$ cat src/rtl/scan_pkg.sv
// Shared definitions for the decoder scan sequencer.
//   ADDR_W_DEFAULT  : default decoder select width (2^ADDR_W outputs)
//   DWELL_W_DEFAULT : default dwell counter width
//   ST_IDLE/ST_SCAN : state encoding, wrapped in the state_e enum
package scan_pkg;

  localparam int ADDR_W_DEFAULT  = 4;
  localparam int DWELL_W_DEFAULT = 8;

  localparam logic ST_IDLE = 1'b0;
  localparam logic ST_SCAN = 1'b1;

  typedef enum logic {
    IDLE = ST_IDLE,
    SCAN = ST_SCAN
  } state_e;

endpackage

$ cat src/rtl/dwell_timer.sv
// Dwell counter for the scan sequencer.
//   clk, rst_n : clock, asynchronous active-low reset
//   clr_i      : synchronous clear of the count (highest priority)
//   en_i       : count enable; the count returns to 0 after reaching limit_i
//   limit_i    : terminal value (dwell - 1 hold cycles)
//   tc_o       : terminal count, high while cnt == limit_i
module dwell_timer #(
  parameter int W = 8
) (
  input  logic         clk,
  input  logic         rst_n,
  input  logic         clr_i,
  input  logic         en_i,
  input  logic [W-1:0] limit_i,
  output logic         tc_o
);

  logic [W-1:0] cnt_q;
  logic [W-1:0] cnt_d;

  // Compare happens before increment, so a limit of all-ones never overflows.
  assign tc_o = (cnt_q == limit_i);

  always_comb begin
    cnt_d = cnt_q;
    if (clr_i) begin
      cnt_d = '0;
    end else if (en_i) begin
      cnt_d = tc_o ? '0 : cnt_q + 1'b1;
    end
  end

  always_ff @(posedge clk or negedge rst_n) begin
    if (!rst_n) begin
      cnt_q <= '0;
    end else begin
      cnt_q <= cnt_d;
    end
  end

endmodule

$ cat src/rtl/decoder_scan_sequencer.sv
// Drives the enable/A pair of a 4-to-16 decoder, stepping A through
// [first_addr..last_addr] (modulo 2^ADDR_W) and holding each address for
// dwell+1 cycles. Single-pass or continuous scan with start/stop control.
//   clk, rst_n                 : clock, asynchronous active-low reset
//   start, stop                : level controls, sampled every cycle
//   continuous                 : 1 = wrap last->first forever
//   first_addr, last_addr      : scan range (captured at start)
//   dwell                      : hold time per address minus one (captured)
//   A, enable                  : registered decoder select and enable
//   busy                       : high while scanning (always equals enable)
//   done                       : 1-cycle pulse at the end of a single pass
//   wrap                       : 1-cycle pulse on each last->first return
module decoder_scan_sequencer
  import scan_pkg::*;
#(
  parameter int ADDR_W  = ADDR_W_DEFAULT,
  parameter int DWELL_W = DWELL_W_DEFAULT
) (
  input  logic               clk,
  input  logic               rst_n,
  input  logic               start,
  input  logic               stop,
  input  logic               continuous,
  input  logic [ADDR_W-1:0]  first_addr,
  input  logic [ADDR_W-1:0]  last_addr,
  input  logic [DWELL_W-1:0] dwell,
  output logic [ADDR_W-1:0]  A,
  output logic               enable,
  output logic               busy,
  output logic               done,
  output logic               wrap
);

  state_e              state_q;
  logic [ADDR_W-1:0]   a_q;
  logic                enable_q;
  logic                busy_q;
  logic                done_q;
  logic                wrap_q;

  // Shadow copies so input changes mid-scan are ignored.
  logic [ADDR_W-1:0]   first_q;
  logic [ADDR_W-1:0]   last_q;
  logic [DWELL_W-1:0]  dwell_q;
  logic                cont_q;

  logic [ADDR_W-1:0]   a_inc_d;
  logic                hold_end;
  logic                tmr_clr;
  logic                tmr_en;

  assign a_inc_d = a_q + 1'b1;  // natural modulo 2^ADDR_W wrap

  // Counter restarts from 0 whenever a scan is not running or is being
  // aborted, so each new scan starts with a full first window.
  assign tmr_clr = (state_q == IDLE) || stop;
  assign tmr_en  = (state_q == SCAN);

  dwell_timer #(.W(DWELL_W)) u_dwell_timer (
    .clk     (clk),
    .rst_n   (rst_n),
    .clr_i   (tmr_clr),
    .en_i    (tmr_en),
    .limit_i (dwell_q),
    .tc_o    (hold_end)
  );

  always_ff @(posedge clk or negedge rst_n) begin
    if (!rst_n) begin
      state_q  <= IDLE;
      a_q      <= '0;
      enable_q <= 1'b0;
      busy_q   <= 1'b0;
      done_q   <= 1'b0;
      wrap_q   <= 1'b0;
      first_q  <= '0;
      last_q   <= '0;
      dwell_q  <= '0;
      cont_q   <= 1'b0;
    end else begin
      done_q <= 1'b0;
      wrap_q <= 1'b0;
      case (state_q)
        IDLE: begin
          if (start && !stop) begin
            first_q  <= first_addr;
            last_q   <= last_addr;
            dwell_q  <= dwell;
            cont_q   <= continuous;
            a_q      <= first_addr;
            enable_q <= 1'b1;
            busy_q   <= 1'b1;
            state_q  <= SCAN;
          end
        end
        SCAN: begin
          // stop outranks any coincident hold-end, wrap or done.
          if (stop) begin
            enable_q <= 1'b0;
            busy_q   <= 1'b0;
            state_q  <= IDLE;
          end else if (hold_end) begin
            if (a_q != last_q) begin
              a_q <= a_inc_d;
            end else if (cont_q) begin
              a_q    <= first_q;
              wrap_q <= 1'b1;
            end else begin
              enable_q <= 1'b0;
              busy_q   <= 1'b0;
              done_q   <= 1'b1;
              state_q  <= IDLE;
            end
          end
        end
        default: state_q <= IDLE;
      endcase
    end
  end

  assign A      = a_q;
  assign enable = enable_q;
  assign busy   = busy_q;
  assign done   = done_q;
  assign wrap   = wrap_q;

endmodule

$ cat config.mk
export PLATFORM = sky130hd
export DESIGN_NAME = decoder_scan_sequencer
export DESIGN_NICKNAME = d
export VERILOG_FILES = /design/src/rtl/scan_pkg.sv /design/src/rtl/dwell_timer.sv /design/src/rtl/decoder_scan_sequencer.sv
export SDC_FILE = /design/constraint.sdc
export NUM_CORES = 1
export LEC_CHECK = 0
export BUFFER_PORTS_ARGS = -buffer_cell sky130_fd_sc_hd__buf_2
export CAP_MARGIN = 20
export CORE_MARGIN = 1
export CORE_UTILIZATION = 54
export CTS_CLUSTER_DIAMETER = 60
export CTS_CLUSTER_SIZE = 14
export DETAILED_ROUTE_END_ITERATION = 12
export GPL_TIMING_DRIVEN = 0
export PLACE_DENSITY_LB_ADDON = 0.3
export SETUP_SLACK_MARGIN = 0.5
export SYNTH_ARGS = -nofsm -noshare
export SYNTH_HDL_FRONTEND = slang
export SYNTH_SLANG_ARGS = --single-unit
$ cat constraint.sdc
create_clock -name clk -period 3 [get_ports clk]
set_clock_uncertainty 0.15 [all_clocks]
set_input_delay 0.6 -clock clk [delete_from_list [all_inputs] [get_ports clk]]
set_output_delay 0.6 -clock clk [all_outputs]
set_load 0.01 [all_outputs]
==> After elaboration in Yosys (flattened, before gate mapping) <==
Cells that the tools add are included.
{ "word_totals": {"reg_bits": 33, "inputBits": 21, "out_inout_bits": 8} }
{ "op_classes": {"n_addsub": 2, "eq_ne": 9, "mux": 30, "n_bitwise": 1, "n_reduce_logical": 7} }
{ "op_table": {"columns": ["op", "count"], "rows": [
  ["$mux 8", 3],
  ["$mux 4", 5],
  ["$mux 1", 19],
  ["$add 8x1->8 const B", 1],
  ["$eq 8x8->1", 1],
  ["$pmux 4 s2", 1],
  ["$reduce_and 4->1", 2],
  ["$ne 3x3->1 const B", 2],
  ["$add 4x1->4 const B", 1],
  ["$ne 2x1->1 const B", 2],
  ["$ne 4x4->1", 1],
  ["$pmux 1 s2", 2],
  ["$ne 3x1->1 const B", 1],
  ["$ne 3x2->1 const B", 1],
  ["$ne 2x2->1 const B", 1],
  ["$reduce_and 2->1", 1],
  ["$reduce_bool 2->1", 1],
  ["$logic_and 1x1->1", 1],
  ["$logic_not 1->1", 1],
  ["$logic_or 1x1->1", 1],
  ["$not 1->1", 1]
]} }

==> Depth between registers and ports, before layout <==
{ "logic_depth": {"depth_word": 5, "depth_mapped": 7} }

==> Modules after synthesis <==
A second synthesis with hierarchy kept.
{ "hier_totals": {"cells_unflattened": 141, "area_unflattened_um2": 1707.9} }
{ "by_module_without_submodules": {"columns": ["mod", "instances", "cells_each", "area_each_um2", "seq_area_each_um2"], "rows": [
  ["decoder_scan_sequencer", 1, 85, 1179.9, 625.6],
  ["dwell_timer", 1, 56, 528.0, 200.2]
]} }

==> Least setup slack after synthesis <==
Ideal clock, no wire load.
{ "synth_timing": {"path_kind": "reg-to-reg", "from": "register a_q[1], in the netlist A[1]", "to": "register a_q[2], in the netlist A[2]", "setup_time_ns": 0.125, "arrival_time_ns": 1.912, "t_required_ns": 2.725, "setup_slack_ns": 0.813, "path_stages_with_launch": 6, "n_path_buf": 0, "period_less_slack_ns": 2.187, "cell_sequence": "dfrtp_1 > xor2_1 > nor4_4 > mux2_2 > mux2_2 > mux2_2"} }
{ "synth_via": {"elab_chain_len": 5, "word_cells_on_any_way": 8} }
{ "synth_rtl": {"columns": ["element", "line_no", "text"], "rows": [
  ["start: declaration", "decoder_scan_sequencer.sv:35", "logic [ADDR_W-1:0] a_q;"],
  ["start signal: assignment", "decoder_scan_sequencer.sv:90", "a_q <= first_addr;"],
  ["start signal: assignment", "decoder_scan_sequencer.sv:104", "a_q <= a_inc_d;"],
  ["start signal: assignment", "decoder_scan_sequencer.sv:106", "a_q <= first_q;"],
  ["$add 4x1->4 or $ne 4x4->1 (tied branches)", "decoder_scan_sequencer.sv:52, decoder_scan_sequencer.sv:103", null],
  ["$mux 4", "decoder_scan_sequencer.sv:103", "if (a_q != last_q) begin"],
  ["$mux 4", "decoder_scan_sequencer.sv:102", "end else if (hold_end) begin"],
  ["$mux 4", "decoder_scan_sequencer.sv:98", "if (stop) begin"],
  ["$pmux 4 s2", "decoder_scan_sequencer.sv:83", "case (state_q)"]
]} }
Parallel ways exist; a longest one is shown, timed or not. The select of a mux whose other input is x is not followed.
A chain may end at the register's enable or synchronous reset.

==> Worst setup path in the final report <==
{ "layout_timing": {"from": "register a_q[0], in the netlist A[0]", "to": "register a_q[3], in the netlist A[3]"} }
The elaborated chain is that of the path after synthesis.

==> impl_metrics.tcl <==
set metrics [dict create \
    clkLatencyLatePin_ns 0.33 \
    cts_hold_repair.buffers 0 \
    grt_start_max_net_pins 34 \
    pin_count 29 \
    hpwlAfterDp_um 2040 \
    clk_pin_slew_worst_paths_ns 0.09 \
    detailedRoute.firstIterationViolations 27 \
    port-buffer-count 28 \
    irDropWorstVdd_mv 0.546 \
    global_route.overflow_total 0 \
    design.die.area_mm2 0.00319 \
    fp.dieW_um 56.5 \
    yosys_register_bits 33 \
    timing.setup.critical_path_class "reg -> reg" \
    worst_path_max_delay_cell "nor4_4" \
    post_drt_via_cell_ratio 5.45 \
    synth_xor_area_share_pct 10.9 \
    power-per-cell-area_mw_per_mm2 664 \
    synthesis.area_mm2 0.00160 \
    netlist_instances 129 \
    finalNetCount 187 \
    required_ns 3.07 \
    floorplan.initialDensity_pct 57.6 \
    final_estimated_routing_congestion_in_global_placement 0.730 \
    synth_simple_gate_area_share_pct 12.3 \
    max_slew.worst_pin.slew_ns 0.709 \
    synth-seq-area-share_pct 51.6 \
    first_global_vias 1083 \
    max_cap_viol_count 0 \
    relSlewSlack_pct 52.7 \
    cts_resized 0 \
    timing_hold_violations_final 0 \
    postCtsSetupBuffers 0 \
    cts_buffers 5 \
    grt_first_pass_wirelength_um 4780 \
    cp.buffers_inverters 0 \
    r2r_slack_ns 0.68 \
    critical_path.top_delay_family "multiplexers" \
    vias 1069 \
    mostFrequentLayoutCells "33 x dfrtp_1, 30 x buf_2, 25 x mux2_2" \
    max_freq_mhz 431 \
    critical_path.max_fanout 8 \
    hp-class "in -> async" \
    drive_gt1_share_pct 41.2 \
    slew_violations 0 \
    grt_setup_unrepaired "no" \
    crit_path_max_incr_delay_ns 0.49 \
    htreeDepth 2 \
    critical_path_arrival_ns 2.39 \
    synth.lib_cells_used.distinct 29 \
    route.final.wire_length_um 2740 \
    route.detailed.wl_per_inst_um 14.0 \
    finalCoreUtilization_pct 65.8 \
    clk_path_buf_depth 2 \
    clockRootBuffer "clkbuf_4" \
    timing.critical_path.from_type "flop" \
    grtUsageTotal_pct 20.2 \
    finalSetupViolCount 0 \
    ys.warnings.count 0 \
    post-route-min-period_ns 2.32 \
    power.leakage_nw 0.841 \
    synth_mux_area_share_pct 18.2 \
    crit_path_frequent_cell "mux2_2" \
    initial_antenna_violation_count 0 \
    syn-mean-instance-area_um2 12.4 \
    cts_num_sinks 33 \
    synthAdderAreaFrac_pct 1.56 \
    synth_area_in_compound_gates_pct 3.13 \
    drt-pass1-iter-count 4 \
    cts_tree "yes" \
    path_cells "xor2_1, nor4_4, mux2_2, mux2_2, mux2_2" \
    finalSetupTns_ns 0 \
    die_y_um 56.5 \
    layout.cells.most_common "dfrtp_1" \
    synth_top_family_by_area "multiplexers" \
    synth.net_count 152 \
    final_worst_path_cycle_share_pct 77.4 \
    route.antenna.remaining_nets 0 \
    row_count 19 \
    antenna_cells_inserted 0 \
    status "completed" \
    area.growth.synth_to_final_pct 14.2 \
    drc 0 \
    endpoint_kind "flop" \
    core-area_mm2 0.00278 \
]
## area by class of cell
| type | count | area [µm²] |
|---|---|---|
| tap | 31 | 38.8 |
| timing repair buffer | 28 | 140 |
| multi-input combinational | 90 | 739 |
| clock buffer | 8 | 48.8 |
| sequential | 33 | 826 |
| inverter | 1 | 3.75 |
| fill | 224 | 952 |
| buffer | 5 | 32.5 |
## worst register-to-register path: cells and delay by family, from the launching register on
kind,cells,cell delay (ns)
muxes,3,0.91
DFF,1,0.46
xor gates and xnor gates,1,0.20
and+or+nand+nor,1,0.50
## state kept, by name, indices dropped and copies added, names as in the netlist
signal,cells
cont_q,1
A,4
wrap,1
first_q,4
dwell_q,8
last_q,4
state_q,1
busy,1
done,1
u_dwell_timer.cnt_q,8
## power by group
part	total (mW)	internal (mW)	switching [mW]
Sequential	0.605	0.527	0.0783
Combinational	0.377	0.208	0.168
Clock	0.232	0.0933	0.139
## routing by layer
metal | vias to the layer above | part of all wire (%) | GRT usage, %
met5 | - | 0 | 0
met4 | 0 | 2.3 | 10.5
met3 | 7 | 4.8 | 4.84
met2 | 31 | 50 | 31.3
met1 | 521 | 43 | 26.3
li1 | 510 | - | -
## final timing paths
kind | from | end | cells after the start
min in group clk | last_addr[3] | last_q[3]$_DFFE_PN0P_ | 2
max in group asynchronous | rst_n | u_dwell_timer.cnt_q[4]$_DFFE_PN0P_ | 1
worst max register to register | A[0]$_DFFE_PN0P_ | A[3]$_DFFE_PN0P_ | 5
worst max-delay path | A[0]$_DFFE_PN0P_ | A[3]$_DFFE_PN0P_ | 5
worst min register to register | first_q[2]$_DFFE_PN0P_ | first_q[2]$_DFFE_PN0P_ | 1
worst min-delay path | rst_n | wrap$_DFF_PN0_ | 1
## synth_stat cells (all sizes together)
master / n / share of area [%]
mux2i: 1 / 0.63
xnor2: 3 / 1.6
mux2: 25 / 18
a31oi: 1 / 0.39
nor4: 3 / 2.5
nor3: 2 / 0.63
and3: 2 / 0.78
o31ai: 1 / 1.3
nand2b: 2 / 0.78
or2b: 1 / 0.47
a21oi: 2 / 0.63
buf: 4 / 1.8
and2: 1 / 0.39
nor2: 13 / 3.0
and2b: 1 / 0.55
nand2: 5 / 1.2
inv: 1 / 0.23
nand3: 4 / 1.3
xor2: 17 / 9.3
or2: 2 / 0.78
clkbuf: 1 / 0.23
ha: 2 / 1.6
o21bai: 1 / 0.47
o21ai: 1 / 0.31
dfrtp: 33 / 52
## kinds of logic (layout without fill, tap and decap cells)
group / Yosys count / after routing
DFF: 33 / 33
muxes: 26 / 26
buffers and inverters: 6 / 42
AOI/OAI and AO/OA: 6 / 6
and+or+nand+nor: 36 / 36
xor gates and xnor gates: 20 / 20
adders and majority gates: 2 / 2
## per-stage QoR
step / area [µm²] / std cells / worst slack [ns] / power (mW) / hold slack [ns]
2_1_floorplan: 1600 / 129 / 0.813 / 0.886 / 0.154
3_3_place_gp: 1780 / 188 / 0.736 / 0.971 / 0.335
3_5_place_dp: 1780 / 188 / 0.667 / 0.997 / 0.349
4_1_cts: 1830 / 196 / 0.652 / 1.23 / 0.177
5_1_grt: 1830 / 196 / 0.560 / 1.30 / 0.209
6_report: 1830 / 196 / 0.677 / 1.21 / 0.161
Power figures use the tool's default switching activity.
